### src/rtl/dca_matrix_row_packer.sv
// dca_matrix_row_packer
// Packs a stream of W-bit scalars into N*W-bit matrix rows (column 0 in the
// LSBs). It presents each completed row downstream and holds it until the row
// is accepted. A flush pads a partial row with PAD_VALUE and emits it. Rows
// accepted downstream are counted, and matrix_done pulses once every N rows.
module dca_matrix_row_packer #(
    parameter int                          MATRIX_SIZE_PARA = 8,
    parameter int                          BW_TENSOR_SCALAR = 32,
    parameter logic [BW_TENSOR_SCALAR-1:0] PAD_VALUE        = '0,
    localparam int                         BW_TENSOR_ROW    = MATRIX_SIZE_PARA * BW_TENSOR_SCALAR,
    localparam int                         CW               = $clog2(MATRIX_SIZE_PARA)
) (
    input  logic                     clk,
    input  logic                     rstp,
    input  logic                     clear,
    input  logic                     s_valid,
    output logic                     s_ready,
    input  logic [BW_TENSOR_SCALAR-1:0] s_data,
    input  logic                     flush,
    output logic                     row_valid,
    input  logic                     row_ready,
    output logic [BW_TENSOR_ROW-1:0] row_wdata_list1d,
    output logic                     matrix_done,
    output logic [CW-1:0]            col_count,
    output logic [CW-1:0]            row_count
);

    localparam int            N        = MATRIX_SIZE_PARA;
    localparam int            W        = BW_TENSOR_SCALAR;
    localparam logic [CW-1:0] IDX_LAST = CW'(N - 1);

    // FILL gathers scalars into the row buffer; HOLD presents the finished row.
    typedef enum logic {
        FILL = 1'b0,
        HOLD = 1'b1
    } state_e;

    state_e                   state_q, state_d;
    logic [BW_TENSOR_ROW-1:0] row_q, row_d;
    logic [CW-1:0]            col_q, col_d;
    logic [CW-1:0]            rcnt_q, rcnt_d;
    logic                     done_q, done_d;
    int                       pad_start;

    // State register: clear acts exactly like reset for the following cycle.
    always_ff @(posedge clk) begin
        // NOTE: every flop is written with <= so that all registers update
        // together from the values that were present before the edge.
        if (rstp || clear) begin
            state_q <= FILL;
        end else begin
            state_q <= state_d;
        end
    end

    // Datapath registers: the row buffer, the column and row counters, and the done pulse.
    always_ff @(posedge clk) begin
        if (rstp || clear) begin
            // NOTE: the row buffer is a plain register, not a RAM. Resetting it to zero
            // gives a known row after reset and drops any partial or held row.
            row_q  <= '0;
            col_q  <= '0;
            rcnt_q <= '0;
            done_q <= 1'b0;
        end else begin
            row_q  <= row_d;
            col_q  <= col_d;
            rcnt_q <= rcnt_d;
            done_q <= done_d;
        end
    end

    // Next-state logic: scalar capture, flush padding, and row acceptance.
    always_comb begin
        // NOTE: each variable gets a default before the case statement. A path
        // that leaves a variable unassigned would infer a latch.
        state_d   = state_q;
        row_d     = row_q;
        col_d     = col_q;
        rcnt_d    = rcnt_q;
        done_d    = 1'b0;
        pad_start = N;

        unique case (state_q)
            FILL: begin
                if (s_valid) begin
                    for (int i = 0; i < N; i++) begin
                        if (CW'(i) == col_q) begin
                            row_d[i*W +: W] = s_data;
                        end
                    end
                    if (col_q == IDX_LAST) begin
                        // This scalar completes the row. A coincident flush has nothing to pad.
                        col_d   = '0;
                        state_d = HOLD;
                    end else if (flush) begin
                        // The scalar keeps its column. Padding starts at the next column.
                        pad_start = int'(col_q) + 1;
                        col_d     = '0;
                        state_d   = HOLD;
                    end else begin
                        col_d = col_q + CW'(1);
                    end
                end else if (flush && (col_q != '0)) begin
                    pad_start = int'(col_q);
                    col_d     = '0;
                    state_d   = HOLD;
                end
                for (int i = 0; i < N; i++) begin
                    if (i >= pad_start) begin
                        row_d[i*W +: W] = PAD_VALUE;
                    end
                end
            end
            HOLD: begin
                // The held row stays stable, and flush and s_valid are ignored, until acceptance.
                if (row_ready) begin
                    state_d = FILL;
                    if (rcnt_q == IDX_LAST) begin
                        rcnt_d = '0;
                        done_d = 1'b1;
                    end else begin
                        rcnt_d = rcnt_q + CW'(1);
                    end
                end
            end
            default: state_d = FILL;
        endcase
    end

    // Output logic: handshake signals come from the state alone, so neither depends on the other side's valid or ready.
    always_comb begin
        s_ready   = (state_q == FILL);
        row_valid = (state_q == HOLD);
    end

    assign row_wdata_list1d = row_q;
    assign matrix_done      = done_q;
    assign col_count        = col_q;
    assign row_count        = rcnt_q;

endmodule

### config.mk
export PLATFORM = sky130hd
export DESIGN_NAME = dca_matrix_row_packer
export DESIGN_NICKNAME = d
export VERILOG_FILES = /design/src/rtl/dca_matrix_row_packer.sv
export SDC_FILE = /design/constraint.sdc
export NUM_CORES = 1
export LEC_CHECK = 0
export CAP_MARGIN = 25
export CORE_ASPECT_RATIO = 0.5
export CORE_MARGIN = 5
export CORE_UTILIZATION = 46
export CTS_BUF_LIST = sky130_fd_sc_hd__clkbuf_4
export CTS_CLUSTER_SIZE = 12
export DETAILED_ROUTE_END_ITERATION = 8
export PLACE_DENSITY_LB_ADDON = 0.25
export SETUP_SLACK_MARGIN = 0.2
export SYNTH_ARGS = -nofsm -noshare
export SYNTH_HDL_FRONTEND = slang
export SYNTH_SLANG_ARGS = --single-unit
### constraint.sdc
create_clock -name clk -period 4 [get_ports clk]
set_clock_uncertainty 0.15 [all_clocks]
set_input_delay 1.2 -clock clk [delete_from_list [all_inputs] [get_ports clk]]
set_output_delay 1.2 -clock clk [all_outputs]
set_load 0.01 [all_outputs]
==> results of run 1 <==
-- cells in the mapped netlist, types with 2 or more instances --
cell	instances	area share
dfxtp_1	264	0.53
nand2_1	296	0.11
nor2b_1	3	0.0019
buf_2	24	0.012
buf_4	3	0.0023
a22oi_1	2	0.0015
o31ai_4	2	0.0043
a21o_1	5	0.0038
and3_1	2	0.0013
nand2b_1	37	0.023
o21ai_1	2	0.0010
clkbuf_1	48	0.018
mux2i_1	32	0.032
o21ai_0	4	0.0020
a31oi_1	2	0.0013
clkbuf_2	30	0.015
nor2_1	8	0.0030
ha_1	8	0.010
o21ai_2	2	0.0018
inv_1	5	0.0019
nand3_1	73	0.037
buf_6	13	0.015
and2_1	3	0.0019
a21oi_1	148	0.075
a22o_1	64	0.056
a21oi_2	21	0.019
-- layout by cell type, fill, tap and decap left out, types with 3 or more instances in the layout --
cell	n
a21oi_2	21
clkbuf_4	91
inv_1	5
clkdlybuf4s50_1	302
a21o_1	4
nor2_1	7
buf_12	6
o21ai_0	4
mux2i_1	32
nor2b_1	3
dfxtp_1	264
o21ai_4	3
buf_4	24
a21oi_1	148
nand2b_1	37
and2_1	3
clkinv_1	10
a22o_1	64
nand3_1	73
ha_1	8
clkinv_2	3
nand2_1	296
-- power groups by stage --
stage	registers, mW	logic, mW	clock network, mW
finish	2.66	0.367	2.14
global route	2.66	0.388	2.35
CTS	2.66	0.361	2.18
detailed placement	2.72	0.360	0
global placement	2.72	0.355	0
floorplan	2.73	0.197	0
-- metal layers --
layer  routed length, microns  global-route usage  part of all wire  vias up
met1                    15000               0.351              0.43     4547
met4                     1120              0.0999             0.032        0
li1                         -                   -                 -     4332
met2                    15900               0.435              0.45      401
met5                        0                   0                 0        -
met3                     2880              0.0716             0.083       80
-- metrics by stage --
stage                     std cells  utilization  hold WS (ps)  setup WS, ps
after floorplan                1118            -           328          1250
after global placement         1631        0.608           291          26.8
after detailed placement       1632        0.608           297          17.3
after CTS                      1738        0.644           306           388
after global routing           1740        0.645           319           282
final                          1740        0.645           304           385
-- worst paths after layout --
kind,slack (ps),endpoint,start,cells past startpoint
max,390,s_ready,row_valid$_SDFF_PP0_,2
min,300,row_wdata_list1d[181]$_SDFFE_PP0P_,row_wdata_list1d[181]$_SDFFE_PP0P_,2
max reg2reg,1000,row_wdata_list1d[195]$_SDFFE_PP0P_,col_count[0]$_SDFFE_PP0P_,8
min reg2reg,300,row_wdata_list1d[181]$_SDFFE_PP0P_,row_wdata_list1d[181]$_SDFFE_PP0P_,2
-- sequential cells by signal (all words and copies together), names as in the netlist --
signal and count:
row_wdata_list1d 256, col_count 3, row_count 3, matrix_done 1
row_valid 1
-- kinds of logic (layout without fill, tap and decap cells) --
family	after synthesis	after routing	synth area share
multiplexers	32	32	0.0322
buffers and inverters	123	444	0.0642
AND/OR/NAND/NOR	432	432	0.189
other	0	1	0
adder cells (fa/ha/maj)	8	8	0.0101
AO/OA/AOI/OAI	259	259	0.173
flip-flops	264	264	0.532
-- worst reg2reg max path, stage by stage, from the launching register on --
cell and delay (ps):
dfxtp_1 410, ha_1 270, ha_1 260, nand2b_1 210, o2bb2ai_1 240, buf_4 160, nand3_2 140, o21ai_4 830
a22o_1 260
-- final cells by class --
class | instances | share of cell area
inverter | 5 | 0.00136
clock buffer | 91 | 0.0494
tap | 300 | 0.0271
timing repair buffer | 333 | 0.241
clock inverter | 15 | 0.00624
antenna | 1 | 0.000181
sequential | 264 | 0.382
multi-input combinational | 731 | 0.293
==> run metrics, run 1 <==
worst ir drop on vdd=0.252 mV; final-report max-slew violation count=0; post-route total power=5.17 mW; YS warnings=0; number of synthesized flops with an enable pin=0; critical path class=flop to output pin; fraction of layout cells with a size suffix above 1=0.115; initial drt markers=874; Cell Area, Synth=0.00993 sq mm; Max stage delay cell, worst path=dfxtp_1; maximum fanout along the worst path=18; number of nets in the layout=1440; worst hold-check path type=flop to flop; number of optimization iterations in the first detailed-route pass=8; number of global-route vias before repair=9108; number of hold violations in the final report=0; die width=218 microns; Flop pwr share=0.515; reported net switching power=1.29 mW; Post-CTS Hold Buffers=0; maximum buffer depth of the clock tree=3; CTS Root Cell=clkbuf_4; delay of the slowest cell on the worst path=830 ps; shortest period the worst path allows=3610 ps; average instance area after synthesis=8.89 sq um; clock-pin transition on the worst setup and hold timing paths=70 ps; Final HPWL DP=24300 microns; Arrival @ worst endpoint=2260 ps; internal power=3.88 mW; clock latency at the later pin of the worst-skew pair=670 ps; number of fill cells=1803; cell area after placement=0.0130 sq mm; Setup Total Neg Slack=0 ps; number of sinks on the clock net=264; cts repair resizes=0; per-cell via count in the routed design=5.38; remaining global-route overflow=0; outcome=complete, no violations; slew at the pin with the worst max-slew slack=1010 ps; summed area of non-filler cells in the final layout=0.0138 sq mm; standard-cell rows=38; GR Util All Layers=0.269; required time of the critical path=2650 ps; area used by sequential logic in the layout=0.00529 sq mm; Setup violations, final=0; Most used DFF post-synth=dfxtp_1; syn_nets=1164; global-route wire length before repair=52500 microns; RSZ-0062 raised after global routing=false; H-tree depth=2; Power Density=374 mW/mm^2; net switching share of the total power=0.250; effective utilization at floorplan=0.463; Syn Inst Count=1118; largest net degree at the start of global routing=44; synthesized flop and latch total=264; I/O pin cnt=303; worst path cell trace=inv_1 > clkdlybuf4s50_1; Max Clk Rate=277 MHz; final worst-path cycle share=0.904; drt wl/cell=20.1 microns; post-synth cell types=43; share of synthesized area occupied by flip-flops and latches=0.532; number of buffers added for setup after CTS=0; residual antenna-violating net count after detailed routing=0; type of destination of the critical path=output pin; max-slew headroom at the worst pin=0.324; leakage=4.86 nW; combined area of the multi-input logic cells=0.00405 sq mm; category of cells accounting for the largest share of critical-path delay=flip-flops; power share of the combinational group=0.071; kind of launch point of the worst setup path=flop; area of the die=0.0248 sq mm; Chip Height=114 microns; Port Buffers=302; number of buffers created by CTS=59; CP Buf/Inv Count=2; proportion of power drawn by the clock network=0.414; number of vias in the routed layout=9360; Post-Route WL=34900 microns; area added between synthesis and finish=39.3%; share of synthesized flip-flops with an asynchronous set or reset=0; routability cong.=0.840; Max-Cap Viols=0; initial antenna violation count=1; number of DRC violations after detailed routing=0; area of the core=0.0214 sq mm; CTS tree=built
(Power assumes the default switching activity.)
==> run 2: changes to the inputs <==
--- a/config.mk
+++ b/config.mk
@@ -7,8 +7,8 @@
 export LEC_CHECK = 0
 export CAP_MARGIN = 25
 export CORE_ASPECT_RATIO = 0.5
-export CORE_MARGIN = 5
-export CORE_UTILIZATION = 46
+export CORE_MARGIN = 2
+export CORE_UTILIZATION = 45
 export CTS_BUF_LIST = sky130_fd_sc_hd__clkbuf_4
 export CTS_CLUSTER_SIZE = 12
 export DETAILED_ROUTE_END_ITERATION = 8
==> run 2 against run 1 <==
  * Sequential cell count unchanged
  * First-iteration DRC count decreased by 30%
  * Final cell count increased by 0.34%
  * Core utilization fell by 0.59 points
  * Critical path depth did not move
  * Power decreased by 0.48%
  * Non-clock buffer count grew 5
  * Sequential share of layout area fell by 0.069 points
  * Clock power about the same
  * Global-route usage is 1.3 points higher
  * Register-to-register slack lost 70 ps
  * Critical endpoint unchanged
  * Final area increased by 0.18%
==> run metrics, run 2 (synthesized netlist as in run 1, its figures left out) <==
worst hold-check path type=flop to flop; CTS tree=built; H-tree depth=2; number of hold violations in the final report=0; number of buffers created by CTS=59; number of global-route vias before repair=8869; maximum buffer depth of the clock tree=3; Max Clk Rate=279 MHz; die width=214 microns; Port Buffers=302; Post-CTS Hold Buffers=0; CTS Root Cell=clkbuf_4; fraction of layout cells with a size suffix above 1=0.117; Final HPWL DP=23900 microns; standard-cell rows=38; effective utilization at floorplan=0.458; Flop pwr share=0.517; remaining global-route overflow=0; Max stage delay cell, worst path=dfxtp_1; detailed route wirelength on metal2=15500 microns; met1 wire length=15300 microns; Chip Height=109 microns; Arrival @ worst endpoint=2240 ps; number of sinks on the clock net=264; net switching share of the total power=0.257; global-route wire length before repair=51000 microns; area of the core=0.0217 sq mm; cts repair resizes=0; DR top layer=met4; maximum fanout along the worst path=18; setup slack after layout=414 ps; Max-Cap Viols=0; startpoint of the worst register-to-register path=col_count[0]$_SDFFE_PP0P_; number of fill cells=1865; residual antenna-violating net count after detailed routing=0; Power Density=371 mW/mm^2; CP Buf/Inv Count=2; critical path class=flop to output pin; CP Launch Point=row_valid$_SDFF_PP0_; outcome=complete, no violations; worst path cell trace=inv_1 > clkdlybuf4s50_1; depth of the critical timing path with buffers and inverters included=2; area added between synthesis and finish=39.6%; worst hold path cell count=2; initial drt markers=610; RSZ-0062 raised after global routing=false; clock-pin transition on the worst setup and hold timing paths=80 ps; area of the die=0.0234 sq mm; Register-to-Register Setup Slack=930 ps; reported net switching power=1.32 mW; number of DRC violations after detailed routing=0; combined area of the multi-input logic cells=0.00405 sq mm; delay of the slowest cell on the worst path=800 ps; leakage=4.86 nW; placement-stage worst setup slack=64.1 ps; Post-Route WL=34300 microns; I/O pin cnt=303; power share of the combinational group=0.072; final worst-path cycle share=0.896; largest net degree at the start of global routing=45; logic depth of the worst register-to-register path=8; routed length on met3=2650 microns; area used by sequential logic in the layout=0.00529 sq mm; leading cell type in the layout, fill and taps excluded=clkdlybuf4s50_1; required time of the critical path=2650 ps; category of cells accounting for the largest share of critical-path delay=flip-flops; capture point of the worst path=s_ready; kind of launch point of the worst setup path=flop; number of optimization iterations in the first detailed-route pass=5; routability cong.=0.904; internal power=3.83 mW; most frequent cells in the layout=clkdlybuf4s50_1, nand2_1, dfxtp_1; worst ir drop on vdd=0.242 mV; Setup violations, final=0; clock latency at the later pin of the worst-skew pair=660 ps; type of destination of the critical path=output pin; per-cell via count in the routed design=5.29; shortest period the worst path allows=3590 ps; final-report max-slew violation count=0; GR Util All Layers=0.282; max reg flops=256; slew at the pin with the worst max-slew slack=1040 ps; number of buffers added for setup after CTS=0; drt wl/cell=19.6 microns; Reg-to-Reg End=row_wdata_list1d[204]$_SDFFE_PP0P_; proportion of power drawn by the clock network=0.411; initial antenna violation count=1; number of vias in the routed layout=9229; max-slew headroom at the worst pin=0.301; number of nets in the layout=1445; Setup Total Neg Slack=0 ps
[run 2: how the worst min path moves through the flow]
stage	from	endpoint	slack, ps
2_1_floorplan	row_wdata_list1d[65]$_SDFFE_PP0P_	row_wdata_list1d[65]$_SDFFE_PP0P_	330
3_3_place_gp	row_wdata_list1d[115]$_SDFFE_PP0P_	row_wdata_list1d[115]$_SDFFE_PP0P_	290
3_5_place_dp	row_wdata_list1d[180]$_SDFFE_PP0P_	row_wdata_list1d[180]$_SDFFE_PP0P_	300
4_1_cts	row_wdata_list1d[15]$_SDFFE_PP0P_	row_wdata_list1d[15]$_SDFFE_PP0P_	310
5_1_grt	row_wdata_list1d[32]$_SDFFE_PP0P_	row_wdata_list1d[32]$_SDFFE_PP0P_	330
6_report	row_wdata_list1d[107]$_SDFFE_PP0P_	row_wdata_list1d[107]$_SDFFE_PP0P_	310
[run 2: layer usage]
| layer | up-vias | track usage |
|---|---|---|
| met5 | - | 0 |
| met4 | 0 | 0.0962 |
| met3 | 66 | 0.0756 |
| met2 | 345 | 0.452 |
| met1 | 4488 | 0.372 |
| li1 | 4330 | - |
[run 2: stage by stage]
stage / instances / hold WS, ps / area [sq um] / power [mW] / utilization
2_1_floorplan: 1118 / 328 / 9930 / 2.93 / -
3_3_place_gp: 1637 / 290 / 13100 / 3.08 / 0.604
3_5_place_dp: 1638 / 297 / 13100 / 3.09 / 0.605
4_1_cts: 1745 / 306 / 13900 / 5.18 / 0.639
5_1_grt: 1746 / 326 / 13900 / 5.35 / 0.639
6_report: 1746 / 305 / 13900 / 5.15 / 0.639
[run 2: area by class of cell]
| class | count | share of cell area |
|---|---|---|
| antenna | 1 | 0.000180 |
| clock buffer | 92 | 0.0498 |
| clock inverter | 15 | 0.00442 |
| inverter | 5 | 0.00135 |
| multi-input combinational | 731 | 0.292 |
| sequential | 264 | 0.381 |
| tap | 300 | 0.0271 |
| timing repair buffer | 338 | 0.244 |
[run 2: power groups by stage]
stage / clock network [mW] / registers [mW] / logic (mW)
final: 2.12 / 2.66 / 0.369
after global routing: 2.29 / 2.66 / 0.391
after global placement: 0 / 2.72 / 0.359
after detailed placement: 0 / 2.72 / 0.366
after CTS: 2.16 / 2.66 / 0.367
after floorplan: 0 / 2.73 / 0.197
[run 2: worst reg2reg max path: cells and delay by family (launching register included)]
family	cells	cell delay, ps
AND/OR/NAND/NOR	2	360
flip-flops	1	410
buffers and inverters	1	180
adder cells (fa/ha/maj)	2	520
AO/OA/AOI/OAI	3	1410
